==> src/rtl/snake_pkg.sv <==
// rtl/snake_pkg.sv - shared direction codes, FSM encoding and cell geometry for the snake head
package snake_pkg;

   localparam logic [3:0] DIR_UP    = 4'b1000;
   localparam logic [3:0] DIR_DOWN  = 4'b0100;
   localparam logic [3:0] DIR_LEFT  = 4'b0010;
   localparam logic [3:0] DIR_RIGHT = 4'b0001;

   localparam int CELL_W = 48;
   localparam int CELL_H = 64;

   typedef enum logic [1:0] {
      ST_IDLE = 2'd0,
      ST_WAIT = 2'd1,
      ST_STEP = 2'd2
   } state_t;

   function automatic logic [3:0] dir_opposite(input logic [3:0] d);
      case (d)
         DIR_UP:    dir_opposite = DIR_DOWN;
         DIR_DOWN:  dir_opposite = DIR_UP;
         DIR_LEFT:  dir_opposite = DIR_RIGHT;
         DIR_RIGHT: dir_opposite = DIR_LEFT;
         default:   dir_opposite = 4'b0000;
      endcase
   endfunction

   function automatic logic dir_valid(input logic [3:0] d);
      dir_valid = (d == DIR_UP) || (d == DIR_DOWN) || (d == DIR_LEFT) || (d == DIR_RIGHT);
   endfunction

endpackage

==> src/rtl/snake_step_timer.sv <==
// rtl/snake_step_timer.sv - vblank edge detect and frame counter raising step_due every N frames
module snake_step_timer #(
   parameter int FRAMES_PER_STEP = 8
) (
   input  logic pclk,
   input  logic rst,
   input  logic vblnk_in,
   input  logic clr,
   input  logic en,
   output logic step_due
);

   localparam logic [7:0] LAST = 8'(FRAMES_PER_STEP - 1);

   logic       vblnk_q, vblnk_d;
   logic [7:0] cnt_q, cnt_d;
   logic       tick;

   always_comb begin
      tick     = vblnk_in & ~vblnk_q;
      vblnk_d  = vblnk_in;
      cnt_d    = cnt_q;
      step_due = en & tick & (cnt_q == LAST);
      if (clr) begin
         cnt_d = 8'd0;
      end else if (en && tick) begin
         cnt_d = (cnt_q == LAST) ? 8'd0 : cnt_q + 8'd1;
      end
   end

   always_ff @(posedge pclk or posedge rst) begin
      if (rst) begin
         vblnk_q <= 1'b0;
         cnt_q   <= 8'd0;
      end else begin
         vblnk_q <= vblnk_d;
         cnt_q   <= cnt_d;
      end
   end

endmodule

==> src/rtl/snake_head_ctl.sv <==
// rtl/snake_head_ctl.sv - snake head position/direction controller stepping one cell per N frames
module snake_head_ctl
   import snake_pkg::*;
#(
   parameter int FRAMES_PER_STEP = 8,
   parameter int GRID_COLS       = 21,
   parameter int GRID_ROWS       = 12,
   parameter int START_COL       = 10,
   parameter int START_ROW       = 6
) (
   input  logic        pclk,
   input  logic        rst,
   input  logic        vblnk_in,
   input  logic        start_in,
   input  logic        stop_in,
   input  logic [3:0]  dir_in,
   output logic [11:0] xpos,
   output logic [11:0] ypos,
   output logic [3:0]  dir_out,
   output logic        running,
   output logic        step_pulse
);

   localparam logic [11:0] X_START = 12'(START_COL * CELL_W);
   localparam logic [11:0] Y_START = 12'(START_ROW * CELL_H);
   localparam logic [11:0] X_LAST  = 12'((GRID_COLS - 1) * CELL_W);
   localparam logic [11:0] Y_LAST  = 12'((GRID_ROWS - 1) * CELL_H);
   localparam logic [11:0] DX      = 12'(CELL_W);
   localparam logic [11:0] DY      = 12'(CELL_H);

   state_t      state_q, state_d;
   logic [11:0] xpos_q, xpos_d, ypos_q, ypos_d;
   logic [3:0]  dir_q, dir_d, pend_q, pend_d;
   logic        running_q, running_d;
   logic        step_pulse_q, step_pulse_d;
   logic        step_due;

   snake_step_timer #(
      .FRAMES_PER_STEP(FRAMES_PER_STEP)
   ) u_timer (
      .pclk     (pclk),
      .rst      (rst),
      .vblnk_in (vblnk_in),
      .clr      (state_q == ST_IDLE),
      .en       (state_q == ST_WAIT),
      .step_due (step_due)
   );

   always_ff @(posedge pclk or posedge rst) begin
      if (rst) begin
         state_q      <= ST_IDLE;
         xpos_q       <= X_START;
         ypos_q       <= Y_START;
         dir_q        <= DIR_RIGHT;
         pend_q       <= DIR_RIGHT;
         running_q    <= 1'b0;
         step_pulse_q <= 1'b0;
      end else begin
         state_q      <= state_d;
         xpos_q       <= xpos_d;
         ypos_q       <= ypos_d;
         dir_q        <= dir_d;
         pend_q       <= pend_d;
         running_q    <= running_d;
         step_pulse_q <= step_pulse_d;
      end
   end

   // stop_in dominates everything, including a simultaneous start_in or a due step
   always_comb begin
      state_d = state_q;
      case (state_q)
         ST_IDLE: if (start_in && !stop_in) state_d = ST_WAIT;
         ST_WAIT: begin
            if (stop_in)       state_d = ST_IDLE;
            else if (step_due) state_d = ST_STEP;
         end
         ST_STEP: state_d = stop_in ? ST_IDLE : ST_WAIT;
         default: state_d = ST_IDLE;
      endcase
   end

   always_comb begin
      xpos_d       = xpos_q;
      ypos_d       = ypos_q;
      dir_d        = dir_q;
      pend_d       = pend_q;
      running_d    = (state_d != ST_IDLE);
      step_pulse_d = 1'b0;
      case (state_q)
         ST_IDLE: begin
            if (start_in && !stop_in) begin
               xpos_d = X_START;
               ypos_d = Y_START;
               dir_d  = DIR_RIGHT;
               pend_d = DIR_RIGHT;
            end
         end
         ST_WAIT: begin
            // reversal is judged against the applied direction so two quick turns cannot fold back
            if (dir_valid(dir_in) && dir_in != dir_opposite(dir_q)) pend_d = dir_in;
         end
         ST_STEP: begin
            if (!stop_in) begin
               dir_d        = pend_q;
               step_pulse_d = 1'b1;
               case (pend_q)
                  DIR_UP:    ypos_d = (ypos_q == 12'd0)   ? Y_LAST : ypos_q - DY;
                  DIR_DOWN:  ypos_d = (ypos_q == Y_LAST)  ? 12'd0  : ypos_q + DY;
                  DIR_LEFT:  xpos_d = (xpos_q == 12'd0)   ? X_LAST : xpos_q - DX;
                  DIR_RIGHT: xpos_d = (xpos_q == X_LAST)  ? 12'd0  : xpos_q + DX;
                  default:   ;
               endcase
            end
         end
         default: ;
      endcase
   end

   assign xpos       = xpos_q;
   assign ypos       = ypos_q;
   assign dir_out    = dir_q;
   assign running    = running_q;
   assign step_pulse = step_pulse_q;

endmodule

==> config.mk <==
export PLATFORM = sky130hd
export DESIGN_NAME = snake_head_ctl
export DESIGN_NICKNAME = d
export VERILOG_FILES = /design/src/rtl/snake_pkg.sv /design/src/rtl/snake_step_timer.sv /design/src/rtl/snake_head_ctl.sv
export SDC_FILE = /design/constraint.sdc
export NUM_CORES = 1
export LEC_CHECK = 0
export CORE_ASPECT_RATIO = 0.8
export CORE_MARGIN = 2
export CORE_UTILIZATION = 30
export CTS_CLUSTER_SIZE = 28
export DETAILED_ROUTE_END_ITERATION = 10
export PLACE_DENSITY_LB_ADDON = 0.1
export SETUP_SLACK_MARGIN = 0.3
export SYNTH_ARGS = -nofsm -noshare
export SYNTH_HDL_FRONTEND = slang
export SYNTH_SLANG_ARGS = --single-unit
==> constraint.sdc <==
create_clock -name pclk -period 5.3 [get_ports pclk]
set_input_delay 1.06 -clock pclk [delete_from_list [all_inputs] [get_ports pclk]]
set_output_delay 1.06 -clock pclk [all_outputs]
set_load 0.01 [all_outputs]
==> metrics, run 1 <==
Layout Area Growth over Synthesis=16.7%; cell taking the most area after synthesis=dfrtp_1; initial DRC count=57; via count=2135; Worst-Margin Slew=0.927 ns; CTS Sinks=35; Root Buffer=clkbuf_8; vias in the first global route=1941; post_cts resized=0; register area share after synthesis=36.1%; outcome=completed; first-pass GRT wire length=10.3 mm; Cell Area, Synth=2450 sq um; Post-synth EDFFs=0; die height=84.9 um; Total GRT Usage=14.2%; worst reg2reg path depth=7; core area=7950 sq um; Synth Instances=280; Final HPWL DP=4.27 mm; setup tns final=0 ns; FF-to-FF End=xpos[5]$_DFFE_PP1P_; initial antenna violation count=0; CTS Buf Count=5; CP required=5.43 ns; CTS Hold Bufs=0; total gr overflow=0; arrival time worst endpoint=2.99 ns; H-tree Lvls=2; largest net degree at the start of global routing=36; post-CTS setup buffers=0; clk_skew=0.00801 ns; CP Launch Type=input port; largest cells by area after synthesis=dfrtp_1 28%, dfstp_2 8.6%, o21ai_0 5.1%, nand2_1 4.3%, nor2_1 3.8%; critical path class=input port to flop; CP max FO=11; ratio of cells with drive above 1 in the final layout=9.24%; # IOs=39; Fmax=350 MHz; beginning of the worst hold path=u_timer.cnt_q[7]$_DFFE_PP0P_; Slew Viols, Final=0; design area=2860 sq um; hold path depth=1; routed len/inst=14.9 um; Setup crit end kind=flop; port bufs=28; fin crit period=2.86 ns; Cell Pwr Density=209 nW/um^2; placed instance area=2760 sq um; ys flop type=dfrtp_1; initial core utilization=30.9%; worst IR drop on VDD=94.1 uV; Leak=0.00118 uW; ANT nets after route=0; die area=8920 sq um; Final Hold Viols=0; r2r startpoint=xpos[4]$_DFFE_PP0P_; Die W=105 um; Core Rows=29; flop-to-flop setup slack=3.04 ns; max_cap viols=0; most frequent cell after synthesis=nand2_1; Worst-Skew Late Latency=0.28 ns; count of synthesis-stage warnings from yosys=0; ys async rst share=100%; Avg Inst Size Synth=8.76 sq um; Post-synth top cells=28 x nand2_1, 27 x dfrtp_1, 25 x nor2_1, 25 x o21ai_0, 12 x a21oi_1; Avg Vias per Cell=5.19; TritonCTS clock tree=yes; fin nets=318; Antenna Cells=0; clock transition at the registers of the reported paths=0.08 ns; final RePlAce weighted congestion=0.805; WHS Endpoint=u_timer.cnt_q[7]$_DFFE_PP0P_; Final period util=53.9%; RSZ-0062 raised after global routing=no; relative slew slack=37.9%; Setup-failing EPs final=0; synthesized flop and latch total=35; DRC viols=0; Detailed Routing Iterations Pass 1=4; Hold Path Class=flop to flop; Synth cell types=61; clock tree buffer depth=2; Routed WL=6.12 mm; Synth top area share=27.6%
-- power breakdown --
part	total [uW]	internal, uW	switching, uW	leakage, uW
Clock	221	119	102	0.0000515
Sequential	294	278	16.7	0.000454
Combinational	83.0	36.5	46.6	0.000677
-- critical path: stages --
cell and delay [ns]:
clkdlybuf4s50_1 0.51, nor4b_1 0.67, a31oi_1 0.36, o21ai_0 0.27, o211ai_1 0.12
-- cell usage in the layout (no fill, tap or decap), types with 4 or more instances in the layout --
| master | count |
|---|---|
| nand2_1 | 28 |
| clkdlybuf4s50_1 | 28 |
| dfrtp_1 | 27 |
| nor2_1 | 25 |
| o21ai_0 | 25 |
| a21oi_1 | 12 |
| conb_1 | 10 |
| inv_1 | 9 |
| dfstp_2 | 8 |
| nand3_1 | 7 |
| a31oi_1 | 7 |
| nor2b_1 | 7 |
| ha_1 | 7 |
| clkbuf_8 | 7 |
| nor3_1 | 6 |
| mux2i_1 | 6 |
| a22o_1 | 6 |
| and3_1 | 5 |
| o22ai_1 | 4 |
| xnor2_1 | 4 |
| nor4_1 | 4 |
-- worst max-delay path by stage --
stage	from	endpoint	slack [ns]	depth (start not counted)
floorplan	stop_in	ypos[9]$_DFFE_PP0P_	2.93	4
global placement	stop_in	ypos[9]$_DFFE_PP0P_	2.20	5
detailed placement	stop_in	xpos[10]$_DFFE_PP0P_	2.14	5
CTS	stop_in	xpos[10]$_DFFE_PP0P_	2.45	5
global route	stop_in	ypos[9]$_DFFE_PP0P_	2.35	5
finish	stop_in	xpos[10]$_DFFE_PP0P_	2.44	5
-- layout make-up --
| cell class | count | area [sq um] |
|---|---|---|
| well taps | 108 | 135 |
| fillers | 810 | 5080 |
| flip-flops and latches | 35 | 886 |
| repair buffers | 30 | 295 |
| clock buffers | 8 | 100 |
| inverters | 10 | 37.5 |
| multi-input cells | 220 | 1410 |
-- sequential cells by signal (all words and copies together), names as in the netlist --
signal           flops
state_q              2
running              1
xpos                 8
step_pulse           1
ypos                 6
pend_q               4
u_timer.cnt_q        8
u_timer.vblnk_q      1
dir_out              4
-- layer usage --
layer | vias up | wire, um | GRT usage [%]
met5 | - | 0 | 0
met4 | 0 | 62 | 4.61
met3 | 6 | 225 | 3.07
met2 | 42 | 2630 | 21.3
met1 | 1032 | 3210 | 20.4
li1 | 1055 | - | -
-- through the flow --
stage	power, uW	std cells	hold WS [ns]	setup slack (ns)	utilization (%)
global route	629	411	0.531	2.35	36.0
finish	598	411	0.485	2.44	36.0
floorplan	356	289	0.444	2.93	-
detailed placement	383	403	0.471	2.14	34.8
global placement	383	403	0.482	2.20	34.8
CTS	608	411	0.486	2.45	36.0
-- cell families (layout without fill, tap and decap cells) --
group           after synthesis  after routing  synth area share [%]
buf+inv                      34             48                  7.81
simple gates                105            105                  23.9
compound gates               85             85                  23.5
mux                           6              6                  2.45
fa+ha+maj                     7              7                  3.57
xor+xnor                      7              7                  2.50
other cells                   1             10                 0.153
flops                        35             35                  36.1
Note: power is estimated with default switching activity, not from simulation.
==> run 2: changes to the inputs <==
- clock period: 5.3 -> 2.7 ns (I/O delays scaled with it)
==> metrics, run 2 (synthesized netlist as in run 1, its figures left out) <==
CP Launch Type=input port (unchanged); CP required=2.90 ns (was 5.43 ns); CTS Hold Bufs=0 (unchanged); sequential power share=50.7% (was 49.2%); largest net degree at the start of global routing=36 (unchanged); Setup crit end kind=flop (unchanged); slowest CP cell=a31oi_1 (was nor4b_1); outcome=completed (unchanged); Int Pwr=826 uW (was 433 uW); vias in the first global route=2061 (was 1941); Final Hold Viols=0 (unchanged); CTS Buf Count=5 (unchanged); first-pass GRT wire length=10.4 mm (was 10.3 mm); CP bufs+invs=2 (was 1); max_cap viols=0 (unchanged); via count=2140 (was 2135); CP max FO=11 (unchanged); clock transition at the registers of the reported paths=0.08 ns (about the same); fin nets=323 (was 318); final worst slack=0.488 ns (was 2.44 ns); Fill cells=797 (was 810); ratio of cells with drive above 1 in the final layout=10.7% (was 9.24%); Core Rows=29 (unchanged); core area=7950 sq um (unchanged); clock tree buffer depth=2 (unchanged); initial antenna violation count=0 (unchanged); Total GRT Usage=14.3% (was 14.2%); TritonCTS clock tree=yes (unchanged); Sw Share=27.8% (was 27.6%); CP top delay family=compound AO/OA/AOI/OAI gates (unchanged); Die W=105 um (unchanged); Antenna Cells=0 (unchanged); Layout Area Growth over Synthesis=17.9% (was 16.7%); Setup-failing EPs final=0 (unchanged); # IOs=39 (unchanged); Cell Pwr Density=395 nW/um^2 (was 209 nW/um^2); Hold Path Class=flop to flop (unchanged); clock power share=34.8% (was 36.9%); Final period util=81.9%; Worst-Skew Late Latency=0.29 ns (was 0.28 ns); critical path class=input port to flop (unchanged); Worst-Margin Slew=0.930 ns (was 0.927 ns); routed len/inst=14.7 um (was 14.9 um); largest stage delay on the critical path=0.67 ns (about the same); worst IR drop on VDD=200 uV (was 94.1 uV); final RePlAce weighted congestion=0.843 (was 0.805); Comb power frac=14.5% (was 13.9%); Routed WL=6.13 mm (was 6.12 mm); total gr overflow=0 (unchanged); Slew Viols, Final=0 (unchanged); setup tns final=0 ns (unchanged); fin crit period=2.21 ns; CTS Sinks=35 (unchanged); Sw Pwr=317 uW (was 165 uW); RSZ-0062 raised after global routing=no (unchanged); DRC viols=0 (unchanged); Detailed Routing Iterations Pass 1=4 (unchanged); Leak=0.00120 uW (was 0.00118 uW); flop-to-flop setup slack=0.56 ns (was 3.04 ns); CP cell instances=clkdlybuf4s50_1, or3b_4, inv_2, a31oi_1, o21ai_0, o211ai_1 (was clkdlybuf4s50_1, nor4b_1, a31oi_1, o21ai_0, o211ai_1); post-CTS setup buffers=0 (unchanged); clk_skew=0.00947 ns (was 0.00801 ns); relative slew slack=37.7% (was 37.9%); Final HPWL DP=4.37 mm (was 4.27 mm); most frequent cells in the layout=28 x nand2_1, 28 x clkdlybuf4s50_1, 27 x dfrtp_1 (unchanged); power after layout=1140 uW (was 598 uW); H-tree Lvls=2 (unchanged); post_cts resized=0 (unchanged); die height=84.9 um (unchanged); port bufs=28 (unchanged); initial core utilization=30.9% (unchanged); ANT nets after route=0 (unchanged); Fmax=452 MHz; Root Buffer=clkbuf_8 (unchanged); Avg Vias per Cell=5.14 (was 5.19); die area=8920 sq um (unchanged); initial DRC count=95 (was 57); arrival time worst endpoint=2.41 ns (was 2.99 ns); DP Worst Slack=0.203 ns (was 2.14 ns)
## run 2: cell types whose count changed in the layout (fill, tap and decap cells not counted)
cell	previous run	this run
clkbuf_8	7	6
buf_4	2	7
clkinv_2	0	1
## run 2: power by group through the flow
stage          logic, uW  registers, uW  clock network, uW
6_report             166            580                397
5_1_grt              187            584                442
4_1_cts              168            581                416
3_5_place_dp         167            591                  0
3_3_place_gp         168            589                  0
2_1_floorplan        126            573                  0
## run 2: worst register-to-register path: cells and delay by family, from the launching register on
kind / cells / cell delay (ns)
AO/OA/AOI/OAI: 3 / 0.72
adder cells (fa/ha/maj): 1 / 0.22
buffers and inverters: 2 / 0.30
flip-flops: 1 / 0.62
AND/OR/NAND/NOR: 1 / 0.18
## run 2: final cells by class
class	count	area (sq um)	share of cell area (%)
Inverter	10	37.5	1.30
Clock buffer	7	86.3	2.99
Multi-Input combinational cell	220	1410	48.7
Clock inverter	1	5.00	0.173
Timing Repair Buffer	35	333	11.5
Tap cell	108	135	4.67
Sequential cell	35	886	30.6
## run 2: final timing paths
kind	startpoint	to	depth (start not counted)
setup / recovery	stop_in	xpos[10]$_DFFE_PP0P_	6
hold / removal	u_timer.cnt_q[7]$_DFFE_PP0P_	u_timer.cnt_q[7]$_DFFE_PP0P_	1
hold reg to reg	u_timer.cnt_q[7]$_DFFE_PP0P_	u_timer.cnt_q[7]$_DFFE_PP0P_	1
max in group asynchronous	rst	pend_q[0]$_DFFE_PP1P_	3
setup reg to reg	xpos[5]$_DFFE_PP1P_	xpos[9]$_DFFE_PP0P_	7
min in group asynchronous	rst	u_timer.cnt_q[4]$_DFFE_PP0P_	3
## run 2: per-stage QoR
stage               hold slack, ns  util, %  instances  cell area, sq um
CTS                          0.492     36.4        416              2890
detailed placement           0.477     35.2        408              2800
global placement             0.485     35.2        408              2800
global route                 0.531     36.4        416              2890
finish                       0.494     36.4        416              2890
floorplan                    0.444        -        289              2490
## run 2: layer usage
| layer | GRT usage (%) | wire, um | vias up |
|---|---|---|---|
| met2 | 21.3 | 2610 | 43 |
| li1 | - | - | 1065 |
| met4 | 4.24 | 68 | 0 |
| met3 | 2.92 | 226 | 6 |
| met5 | 0 | 0 | - |
| met1 | 20.9 | 3220 | 1026 |
==> run 3: changes to the inputs <==
- clock period: 2.7 -> 1.8 ns (I/O delays scaled with it)
==> metrics, run 3 (synthesized netlist as in run 1, its figures left out) <==
DRC viols=0 (unchanged); Avg Vias per Cell=4.94 (was 5.14); ANT nets after route=0 (unchanged); Final Hold Viols=0 (unchanged); Die W=105 um (unchanged); Worst-Skew Late Latency=0.28 ns (was 0.29 ns); critical path class=flop to flop (was input port to flop); clk_skew=0.00433 ns (was 0.00947 ns); CP required=2.00 ns (was 2.90 ns); DP Cell Count=450 (was 408); design area=3820 sq um (was 2890 sq um); Fmax=575 MHz; outcome=completed (unchanged); Routed WL=7.07 mm (was 6.13 mm); critical path depth=6 (unchanged); max_cap viols=0 (unchanged); core area=7950 sq um (unchanged); H-tree Lvls=2 (unchanged); die area=8920 sq um (unchanged); most common cell after layout, fill and taps aside=buf_4; # IOs=39 (unchanged); Antenna Cells=0 (unchanged); FF-to-FF End=xpos[5]$_DFFE_PP1P_ (was xpos[9]$_DFFE_PP0P_); arrival time worst endpoint=1.94 ns (was 2.41 ns); fin crit period=1.74 ns; die height=84.9 um (unchanged); flop-to-flop setup slack=0.06 ns (was 0.56 ns); Cell Pwr Density=474 nW/um^2 (was 395 nW/um^2); r2r startpoint=xpos[6]$_DFFE_PP1P_ (was xpos[5]$_DFFE_PP1P_); CP Launch Type=flop (was input port); CTS Buf Count=5 (unchanged); final RePlAce weighted congestion=0.820 (was 0.843); clock tree buffer depth=2 (unchanged); CP top delay family=simple AND/OR/NAND/NOR gates (was compound AO/OA/AOI/OAI gates); CP max FO=3 (was 11); Hold Path Class=input port to asynchronous set/reset pin (was flop to flop); setup tns final=0 ns (unchanged); port bufs=28 (unchanged); ratio of cells with drive above 1 in the final layout=43.4% (was 10.7%); clock transition at the registers of the reported paths=0.07 ns (was 0.08 ns); Fill cells=774 (was 797); Detailed Routing Iterations Pass 1=4 (unchanged); vias in the first global route=2316 (was 2061); RSZ-0062 raised after global routing=yes (was no); final hold slack=0.421 ns (was 0.494 ns); Setup-failing EPs final=0 (unchanged); most frequent cells in the layout=67 x buf_4, 27 x nand2_1, 20 x nor2_1, 20 x dfrtp_1, 19 x buf_6 (was 28 x nand2_1, 28 x clkdlybuf4s50_1, 27 x dfrtp_1); initial DRC count=77 (was 95); Total GRT Usage=15.8% (was 14.3%); Root Buffer=clkbuf_8 (unchanged); initial antenna violation count=0 (unchanged); CTS Sinks=35 (unchanged); TritonCTS clock tree=yes (unchanged); placed instance area=3180 sq um (was 2800 sq um); Final Instance Count excl. Fillers=495 (was 416); via count=2447 (was 2140); fin nets=402 (was 323); Layout Area Growth over Synthesis=55.9% (was 17.9%); Core Rows=29 (unchanged); largest stage delay on the critical path=0.59 ns (was 0.67 ns); crit path launch=xpos[6]$_DFFE_PP1P_ (was stop_in); worst IR drop on VDD=223 uV (was 200 uV); largest net degree at the start of global routing=36 (unchanged); routed len/inst=14.3 um (was 14.7 um); first-pass GRT wire length=11.5 mm (was 10.4 mm); Final HPWL DP=4.88 mm (was 4.37 mm); CP bufs+invs=1 (was 2); Setup crit end kind=flop (unchanged); worst reg2reg path depth=6 (was 7); Leak=0.00170 uW (was 0.00120 uW); worst setup path end=xpos[5]$_DFFE_PP1P_ (was xpos[10]$_DFFE_PP0P_); initial core utilization=30.9% (unchanged); slowest CP cell=or4b_4 (was a31oi_1); Slew Viols, Final=0 (unchanged); Final period util=96.6%; CP cell instances=nand4_1, or4b_4, buf_6, nand2_2, o21ai_2, a2bb2oi_2 (was clkdlybuf4s50_1, or3b_4, inv_2, a31oi_1, o21ai_0, o211ai_1); total gr overflow=0 (unchanged)
==> run 3: cell count changes in the layout (fill, tap and decap cells not counted), moves of 5 or more <==
cell             change
dfrtp_1              -7
o21ai_1             +14
o21ai_0             -18
buf_6               +19
nor2_1               -5
a21oi_2              +5
dlygate4sd2_1       +14
a21oi_1              -5
clkdlybuf4s50_1     -24
dfrtp_2              +7
buf_4               +60
==> run 3: timing repair <==
| item | CTS | global route |
|---|---|---|
| endpoints found under the hold margin | 0 | 0 |
| hold buffers | 0 | 0 |
| setup buffers | 24 | 13 |
| pin swaps | 21 | 18 |
| gates resized for setup | 81 | 40 |
| setup endpoints to repair | 45 | 36 |
| gates cloned | 0 | 0 |
==> run 3: report_power, final <==
part | internal (uW) | switching [uW] | total [uW]
Clock | 272 | 274 | 545
Combinational | 206 | 220 | 427
Sequential | 817 | 22.9 | 840
Total | 1300 | 517 | 1810
==> run 3: through the flow <==
stage	utilization, %	total power [uW]	setup WS, ns
floorplan	-	1070	-0.0110
global placement	40.0	1220	-0.443
detailed placement	40.0	1220	-0.485
CTS	44.7	1810	0.0614
global route	48.1	1920	-0.0305
finish	48.1	1810	0.0620
==> run 3: final cells by class <==
class	count	area [sq um]	area share, %
flip-flops and latches	35	895	23.4
inverters	10	40.0	1.05
repair buffers	114	995	26.0
multi-input cells	220	1680	43.9
clock buffers	7	76.3	2.00
well taps	108	135	3.54
clock inverters	1	5.00	0.131
==> run 3: worst min-delay path by stage <==
stage | startpoint | to | cells past startpoint
CTS | rst | u_timer.cnt_q[2]$_DFFE_PP0P_ | 3
global route | rst | u_timer.cnt_q[4]$_DFFE_PP0P_ | 3
finish | rst | ypos[11]$_DFFE_PP0P_ | 3
detailed placement | u_timer.cnt_q[7]$_DFFE_PP0P_ | u_timer.cnt_q[7]$_DFFE_PP0P_ | 1
global placement | u_timer.cnt_q[7]$_DFFE_PP0P_ | u_timer.cnt_q[7]$_DFFE_PP0P_ | 1
floorplan | vblnk_in | u_timer.vblnk_q$_DFF_PP0_ | 0
==> run 3: worst register-to-register path, delay by kind of cell (launching register included) <==
kind	cells	cell delay, ns
AND/OR/NAND/NOR	3	0.77
AO/OA/AOI/OAI	2	0.17
flip-flops	1	0.57
buffers and inverters	1	0.15
==> run 3: metal layers <==
layer / wire length (um) / global-route usage (%) / share of wire, % / vias to the layer above
met3: 230 / 2.61 / 3.3 / 2
met4: 27 / 2.91 / 0.38 / 0
met1: 3680 / 24.0 / 52 / 1177
met2: 3130 / 24.0 / 44 / 49
met5: 0 / 0 / 0 / -
li1: - / - / - / 1219
